===== src/rtl/mips_pkg.sv =====
// Shared definitions for the MIPS register-bank side blocks.
//   REG_ADDR_W   : register index width (32 registers)
//   REG_DATA_W   : register data width
//   dump_state_t : control states of the register dump reader
package mips_pkg;

  localparam int REG_ADDR_W = 5;
  localparam int REG_DATA_W = 32;

  typedef enum logic [1:0] {
    IDLE  = 2'd0,
    RUN   = 2'd1,
    DRAIN = 2'd2,
    DONE  = 2'd3
  } dump_state_t;

endpackage


===== src/rtl/regfile_dump_reader.sv =====
// Read-side initiator for the MIPS register bank. A start pulse walks an
// inclusive (possibly wrapping) range of register addresses on one bank read
// port and streams each (address, data) pair out over a valid/ready channel.
// It never writes the bank.
//
// Parameters
//   ADDR_W    : register address width (bank depth 2**ADDR_W)
//   DATA_W    : register data width
//   SKIP_ZERO : 1 = register 0 is never emitted
//
// Ports
//   clk        in   rising-edge clock
//   rst        in   synchronous active-high reset
//   start      in   1-cycle dump request, honoured only while idle
//   first_addr in   first register of the range, sampled at start
//   last_addr  in   last register of the range, sampled at start
//   rf_addr    out  bank read address (0 when not walking)
//   rf_data    in   bank read data, combinational w.r.t. rf_addr
//   out_valid  out  out_addr/out_data hold a beat
//   out_ready  in   consumer accepts the beat on valid&ready at an edge
//   out_addr   out  register index of the current beat
//   out_data   out  register value of the current beat
//   busy       out  high while walking or draining the last beat
//   done       out  1-cycle pulse after the final beat is accepted
module regfile_dump_reader
  import mips_pkg::*;
#(
  parameter int ADDR_W    = REG_ADDR_W,
  parameter int DATA_W    = REG_DATA_W,
  parameter bit SKIP_ZERO = 1'b0
) (
  input  logic              clk,
  input  logic              rst,
  input  logic              start,
  input  logic [ADDR_W-1:0] first_addr,
  input  logic [ADDR_W-1:0] last_addr,
  output logic [ADDR_W-1:0] rf_addr,
  input  logic [DATA_W-1:0] rf_data,
  output logic              out_valid,
  input  logic              out_ready,
  output logic [ADDR_W-1:0] out_addr,
  output logic [DATA_W-1:0] out_data,
  output logic              busy,
  output logic              done
);

  localparam logic [ADDR_W-1:0] ADDR_MAX = {ADDR_W{1'b1}};
  localparam logic [ADDR_W-1:0] ADDR_ONE = ADDR_W'(1);

  dump_state_t       state_q;
  dump_state_t       state_d;
  logic [ADDR_W-1:0] ptr_q;
  logic [ADDR_W-1:0] last_q;
  logic              load;
  logic              zero_beats;

  // Address following p in the walk; register 0 is stepped over when skipped.
  function automatic logic [ADDR_W-1:0] next_addr(input logic [ADDR_W-1:0] p);
    if (p == ADDR_MAX)
      next_addr = SKIP_ZERO ? ADDR_ONE : '0;
    else
      next_addr = p + ADDR_ONE;
  endfunction

  // Start address after applying the register-0 skip.
  function automatic logic [ADDR_W-1:0] start_addr(input logic [ADDR_W-1:0] a);
    start_addr = (SKIP_ZERO && (a == '0)) ? ADDR_ONE : a;
  endfunction

  // End address after applying the register-0 skip: a range ending on 0 really
  // ends on the highest register, otherwise the walk would never meet it.
  function automatic logic [ADDR_W-1:0] stop_addr(input logic [ADDR_W-1:0] a);
    stop_addr = (SKIP_ZERO && (a == '0)) ? ADDR_MAX : a;
  endfunction

  // Output register may take a new beat when empty or being emptied this edge.
  assign load = !out_valid || out_ready;

  // The only range that yields nothing: register 0 alone while it is skipped.
  assign zero_beats = SKIP_ZERO && (first_addr == '0) && (last_addr == '0);

  // State register
  always_ff @(posedge clk) begin
    if (rst)
      state_q <= IDLE;
    else
      state_q <= state_d;
  end

  // Next-state logic
  always_comb begin
    state_d = state_q;
    case (state_q)
      IDLE: begin
        if (start)
          state_d = zero_beats ? DONE : RUN;
      end
      RUN: begin
        if (load && (ptr_q == last_q))
          state_d = DRAIN;
      end
      DRAIN: begin
        if (out_valid && out_ready)
          state_d = DONE;
      end
      DONE: begin
        state_d = IDLE;
      end
      default: begin
        state_d = IDLE;
      end
    endcase
  end

  // Control outputs
  always_comb begin
    busy    = 1'b0;
    done    = 1'b0;
    rf_addr = '0;
    case (state_q)
      RUN: begin
        busy    = 1'b1;
        rf_addr = ptr_q;
      end
      DRAIN: begin
        busy = 1'b1;
      end
      DONE: begin
        done = 1'b1;
      end
      default: begin
        busy = 1'b0;
      end
    endcase
  end

  // Walk pointer and output beat register. rf_data is captured at the same
  // edge a bank write might land, so the pre-write value is what streams out.
  always_ff @(posedge clk) begin
    if (rst) begin
      ptr_q     <= '0;
      last_q    <= '0;
      out_valid <= 1'b0;
      out_addr  <= '0;
      out_data  <= '0;
    end else begin
      case (state_q)
        IDLE: begin
          if (start) begin
            ptr_q  <= start_addr(first_addr);
            last_q <= stop_addr(last_addr);
          end
        end
        RUN: begin
          if (load) begin
            out_data  <= rf_data;
            out_addr  <= ptr_q;
            out_valid <= 1'b1;
            if (ptr_q != last_q)
              ptr_q <= next_addr(ptr_q);
          end
        end
        DRAIN: begin
          if (out_valid && out_ready)
            out_valid <= 1'b0;
        end
        default: begin
          out_valid <= 1'b0;
        end
      endcase
    end
  end

endmodule

===== config.mk =====
export PLATFORM = sky130hd
export DESIGN_NAME = regfile_dump_reader
export DESIGN_NICKNAME = d
export VERILOG_FILES = /design/src/rtl/mips_pkg.sv /design/src/rtl/regfile_dump_reader.sv
export SDC_FILE = /design/constraint.sdc
export NUM_CORES = 1
export LEC_CHECK = 0
export CAP_MARGIN = 15
export CORE_MARGIN = 5
export CORE_UTILIZATION = 45
export DETAILED_ROUTE_END_ITERATION = 10
export PLACE_DENSITY = 0.85
export SYNTH_ARGS = -nofsm -noshare
export SYNTH_HDL_FRONTEND = slang
export SYNTH_SLANG_ARGS = --single-unit

===== constraint.sdc =====
create_clock -name clk -period 2.85 [get_ports clk]
set_clock_uncertainty 0.05 [all_clocks]
set_input_delay 0.57 -clock clk [delete_from_list [all_inputs] [get_ports clk]]
set_output_delay 0.57 -clock clk [all_outputs]
set_load 0.03 [all_outputs]

# ---- Word-level counts from Yosys, hierarchy flattened
# Cells that the tools add are included.
dict set report classes {
  eq_ne 11
  n_addsub 1
  n_reduce_logical 12
  bitwise_logic 1
  n_mux 15
}
# op count
set op_table {}
lappend op_table {{two-way mux 5 bit} 5}
lappend op_table {{inequality test 2 bit, second input constant} 5}
lappend op_table {{one-hot mux 5 bit (2 select lines)} 1}
lappend op_table {{one-hot mux 2 bit (4 select lines)} 1}
lappend op_table {{two-way mux 2 bit} 3}
lappend op_table {{AND reduction 3 bit} 2}
lappend op_table {{adder 5 x 1 -> 5 bit, second input constant} 1}
lappend op_table {{equality test 5 bit} 1}
lappend op_table {{equality test 5 bit, second input constant} 1}
lappend op_table {{inequality test 5 bit} 1}
lappend op_table {{equality test 2 bit, second input constant} 2}
lappend op_table {{two-way mux 1 bit} 4}
lappend op_table {{AND reduction 2 bit} 2}
lappend op_table {{AND reduction 4 bit} 1}
lappend op_table {{one-hot mux 1 bit (3 select lines)} 1}
lappend op_table {{equality test 2 x 1 -> 1 bit, second input constant} 1}
lappend op_table {{logical AND 1 bit} 2}
lappend op_table {{zero test 2 bit} 1}
lappend op_table {{nonzero test 2 bit} 1}
lappend op_table {{OR reduction 2 bit} 1}
lappend op_table {{zero test 1 bit} 1}
lappend op_table {{logical OR 1 bit} 1}
lappend op_table {{NOT 1 bit} 1}
dict set report word_totals {
  inputBits 46
  word_cells 46
  reg_bits 50
  output_inout_bits 45
}

# ---- Logic depth before layout (Yosys ltp)
dict set report logic_depth {
  depth_word 5
  depth_mapped 8
  ltp_nobuf 7
}

# ---- Worst setup path after synthesis
# No wires, ideal clock.
dict set report synth_path {
  path_type {reg2out}
  startpoint {reg state_q[1]}
  endpoint {out rf_addr[0]}
  setup_slack_ps 876
  t_arrival_ps 1354
  path_stages_with_launch 6
  cell_sequence {dfxtp_1 > inv_1 > ha_1 > buf_2 > buf_2 > and2_1}
}
dict set report synth_between {
  elab_chain_cells 2
}
# element line_no
set synth_rtl {}
lappend synth_rtl {{start, declared} regfile_dump_reader.sv:50} ;# dump_state_t state_q;
lappend synth_rtl {{start signal, assigned} regfile_dump_reader.sv:87} ;# state_q <= state_d;
lappend synth_rtl {{equality test 2 x 1 -> 1 bit} regfile_dump_reader.sv:120} ;# case (state_q)
lappend synth_rtl {{two-way mux 5 bit} regfile_dump_reader.sv:120}
lappend synth_rtl {{end, declared} regfile_dump_reader.sv:37} ;# output logic [ADDR_W-1:0] rf_addr,
# Every way passes these cells.

# ---- Worst setup path in the final report
dict set report layout_path {
  startpoint {reg state_q[1]}
  endpoint {out rf_addr[2]}
}
# Same word-level chain as after synthesis.

==> impl_metrics.csv <==
group,metric,value,unit
critical_path,critPathRequiredTime,2.23,ns
sta,tightest_slew,0.700,ns
critical_path,r2r_setup_slack,0.71,ns
logic_synthesis,syn_area,0.00216,mm²
logic_synthesis,synth_cell_types,35,
die,start_util,0.461,
critical_path,cp-start-kind,"flop",
sta,min_period_over_period,0.891,
power,ir_drop,0.697,mV
critical_path,critPathMaxStageDelay,0.66,ns
cells_and_area,most-common-layout-cells,"89 x clkdlybuf4s50_1, 80 x nand2_1, 51 x a21oi_1, 50 x dfxtp_1",
die,io_pins,91,
die,die_h,79.3,µm
critical_path,criticalPathCategory,"flop to primary output",
sta,setup_tns,0,ns
critical_path,cp-startpoint,"state_q[1]",
power,comb_power_share,0.497,
critical_path,slowest_stage,"clkdlybuf4s50_1",
critical_path,critPathMaxFanout,10,
power,p_leak,1.18,nW
clock_tree,cts_tree,"yes",
critical_path,cp-end-kind,"primary output",
power,power.density,934,mW/mm²
clock_tree,clk_transition_reported_paths,0.08,ns
cells_and_area,insertedDiodeCount,0,
critical_path,crit_buf_inv,2,
power,p_seq_frac,0.335,
sta,max_freq,394,MHz
logic_synthesis,ys_seq_area_frac,0.463,
global_routing,grt_pass1_wl,8.49,mm
job,max_cap_viol_count,0,
logic_synthesis,syn_area_per_cell,8.16,µm²
cells_and_area,nNetsFinal,400,
logic_synthesis,ys_seq_elements,50,
logic_synthesis,syn_inst,265,
logic_synthesis,synth_nets,317,
place,finalWeightedCongestion,0.863,
sta,maxSlewViolCount,0,
place,io_buffers,90,
cells_and_area,utilization,0.675,
cells_and_area,multi_input_area,0.00105,mm²
logic_synthesis,ys_warn_count,0,
global_routing,grt_util_all_layers,0.168,
clock_tree,htree_levels,2,
sta,layout_min_cycle_time,2.54,ns
clock_tree,cts_buffer_depth,2,
clock_tree,postCtsHoldBufs,0,
power,power,0.00296,W
cells_and_area,fill_cells,408,
power,power_switching,0.00122,W
cells_and_area,final_common_cell,"clkdlybuf4s50_1",
clock_tree,post_cts_resized,0,
critical_path,path_cells,"inv_1, ha_1, and2_2, clkdlybuf4s50_1",
critical_path,crit_arrival,1.92,ns
power,p_clk_frac,0.168,
worst_hold_path,hold_class,"flop to flop",
place,hpwl,4.02,mm
die,die_area,0.00629,mm²
clock_tree,clkSinkCount,50,
die,coreArea,0.00469,mm²
cells_and_area,syn_to_final_growth,46.6,%
sta,finalSetupViolations,0,
drt,viasPerCell,4.98,
sta,max_slew_margin,0.533,
die,die_w,79.3,µm
global_routing,grt_max_degree,40,
critical_path,critical_path.top_delay_family,"buffers and inverters",
global_routing,antenna_found_initial,0,
drt,wire_per_inst,13.4,µm
sta,grt_setup_unrepaired,"no",
run_status,outcome,"complete, no violations",
sta,whs,0.405,ns
clock_tree,post_cts.repair.setup_buffers,0,
global_routing,grt_pass1_vias,1842,
clock_tree,root_buffer,"clkbuf_8",
clock_tree,insertion_delay,0.29,ns
global_routing,grt_overflow,0,
worst_hold_path,hold_start,"out_data[8]",
drt,final_antenna_net_count,0,
sta,finalHoldViolCount,0,
power,p_int,0.00174,W
drt,wl,5.39,mm
critical_path,r2r_start,"state_q[1]",
cells_and_area,drive_gt1_frac,0.0632,
power,netSwitchingFraction,0.412,
drt,drt_iter0_markers,91,
clock_tree,cts_buffers,5,
drt,vias,2001,
drt,drtPass1Iterations,4,
drt,drc,0,
die,row_count,25,
cells_and_area,regArea,0.00100,mm²
## metal layers
metal | vias up | GRT usage | share of wire
li1 | 1043 | - | -
met1 | 891 | 0.198 | 0.42
met2 | 62 | 0.299 | 0.50
met3 | 5 | 0.0488 | 0.066
met4 | 0 | 0.0412 | 0.011
met5 | - | 0 | 0
## state kept, by name, indices dropped and copies added, names as in the netlist
name	count
last_q	5
state_q	2
out_data	32
ptr_q	5
out_valid	1
out_addr	5
## worst min-delay path, stage by stage (launching register included)
cell	delay [ns]
dfxtp_1	0.31
nand2_1	0.05
a21oi_1	0.05
## final timing paths
| check | endpoint | cells past startpoint |
|---|---|---|
| setup / recovery | rf_addr[2] | 4 |
| hold / removal | out_data[8] | 2 |
| setup reg to reg | ptr_q[1] | 7 |
| hold reg to reg | out_data[8] | 2 |
## cell usage after synthesis
library cell | count | area [µm²]
nor3_4 | 1 | 16.3
dfxtp_1 | 50 | 1000
nand3_2 | 1 | 10.0
nand4_1 | 1 | 6.26
nor3_1 | 5 | 25.0
nand2b_1 | 3 | 18.8
xor2_1 | 5 | 43.8
xnor2_1 | 1 | 8.76
xor2_2 | 1 | 16.3
nand3_1 | 6 | 30.0
nor2b_1 | 2 | 12.5
buf_2 | 7 | 35.0
buf_6 | 1 | 11.3
and3_1 | 1 | 6.26
clkbuf_1 | 5 | 18.8
and3_2 | 1 | 7.51
nand2b_2 | 1 | 8.76
nand2_2 | 2 | 12.5
mux2i_1 | 4 | 40.0
a311oi_1 | 3 | 26.3
a211oi_2 | 1 | 12.5
o211a_1 | 1 | 10.0
nand2_1 | 80 | 300
a21oi_1 | 51 | 255
o21ai_0 | 2 | 10.0
buf_4 | 4 | 30.0
nor2_1 | 4 | 15.0
a211o_1 | 1 | 8.76
buf_1 | 1 | 3.75
ha_1 | 6 | 75.1
inv_1 | 4 | 15.0
o22ai_1 | 2 | 12.5
and2_1 | 5 | 31.3
and2_2 | 1 | 7.51
a211oi_4 | 1 | 20.0
## metrics by stage
stage / setup slack [ns] / instance area (µm²) / std cells
4_1_cts: 0.282 / 3170 / 402
6_report: 0.310 / 3170 / 402
3_3_place_gp: 0.610 / 3060 / 395
2_1_floorplan: 0.876 / 2160 / 265
3_5_place_dp: 0.553 / 3060 / 395
5_1_grt: 0.223 / 3170 / 402
## kinds of logic after synthesis
logic type / Yosys count / share of synthesized area
AND/OR/NAND/NOR: 114 / 0.235
AO/OA/AOI/OAI: 62 / 0.164
flip-flops: 50 / 0.463
buffers and inverters: 22 / 0.0527
XOR/XNOR: 7 / 0.0318
adder cells (fa/ha/maj): 6 / 0.0347
multiplexers: 4 / 0.0185
## final cells by class
type                       count  area share
clock buffer                   6      0.0261
inverter                       4     0.00474
multi-input combinational    193       0.330
tap                           54      0.0213
timing repair buffer          94       0.292
clock inverter                 1     0.00947
sequential                    50       0.316
## power by group through the flow
stage / Combinational, W / Clock, W / Sequential, W
detailed placement: 0.00148 / 0 / 0.00101
finish: 0.00147 / 0.000496 / 0.000992
global placement: 0.00145 / 0 / 0.00100
global route: 0.00161 / 0.000539 / 0.00101
floorplan: 0.000835 / 0 / 0.00120
CTS: 0.00149 / 0.000515 / 0.000993
No activity file was read; power rests on OpenSTA's default activity.
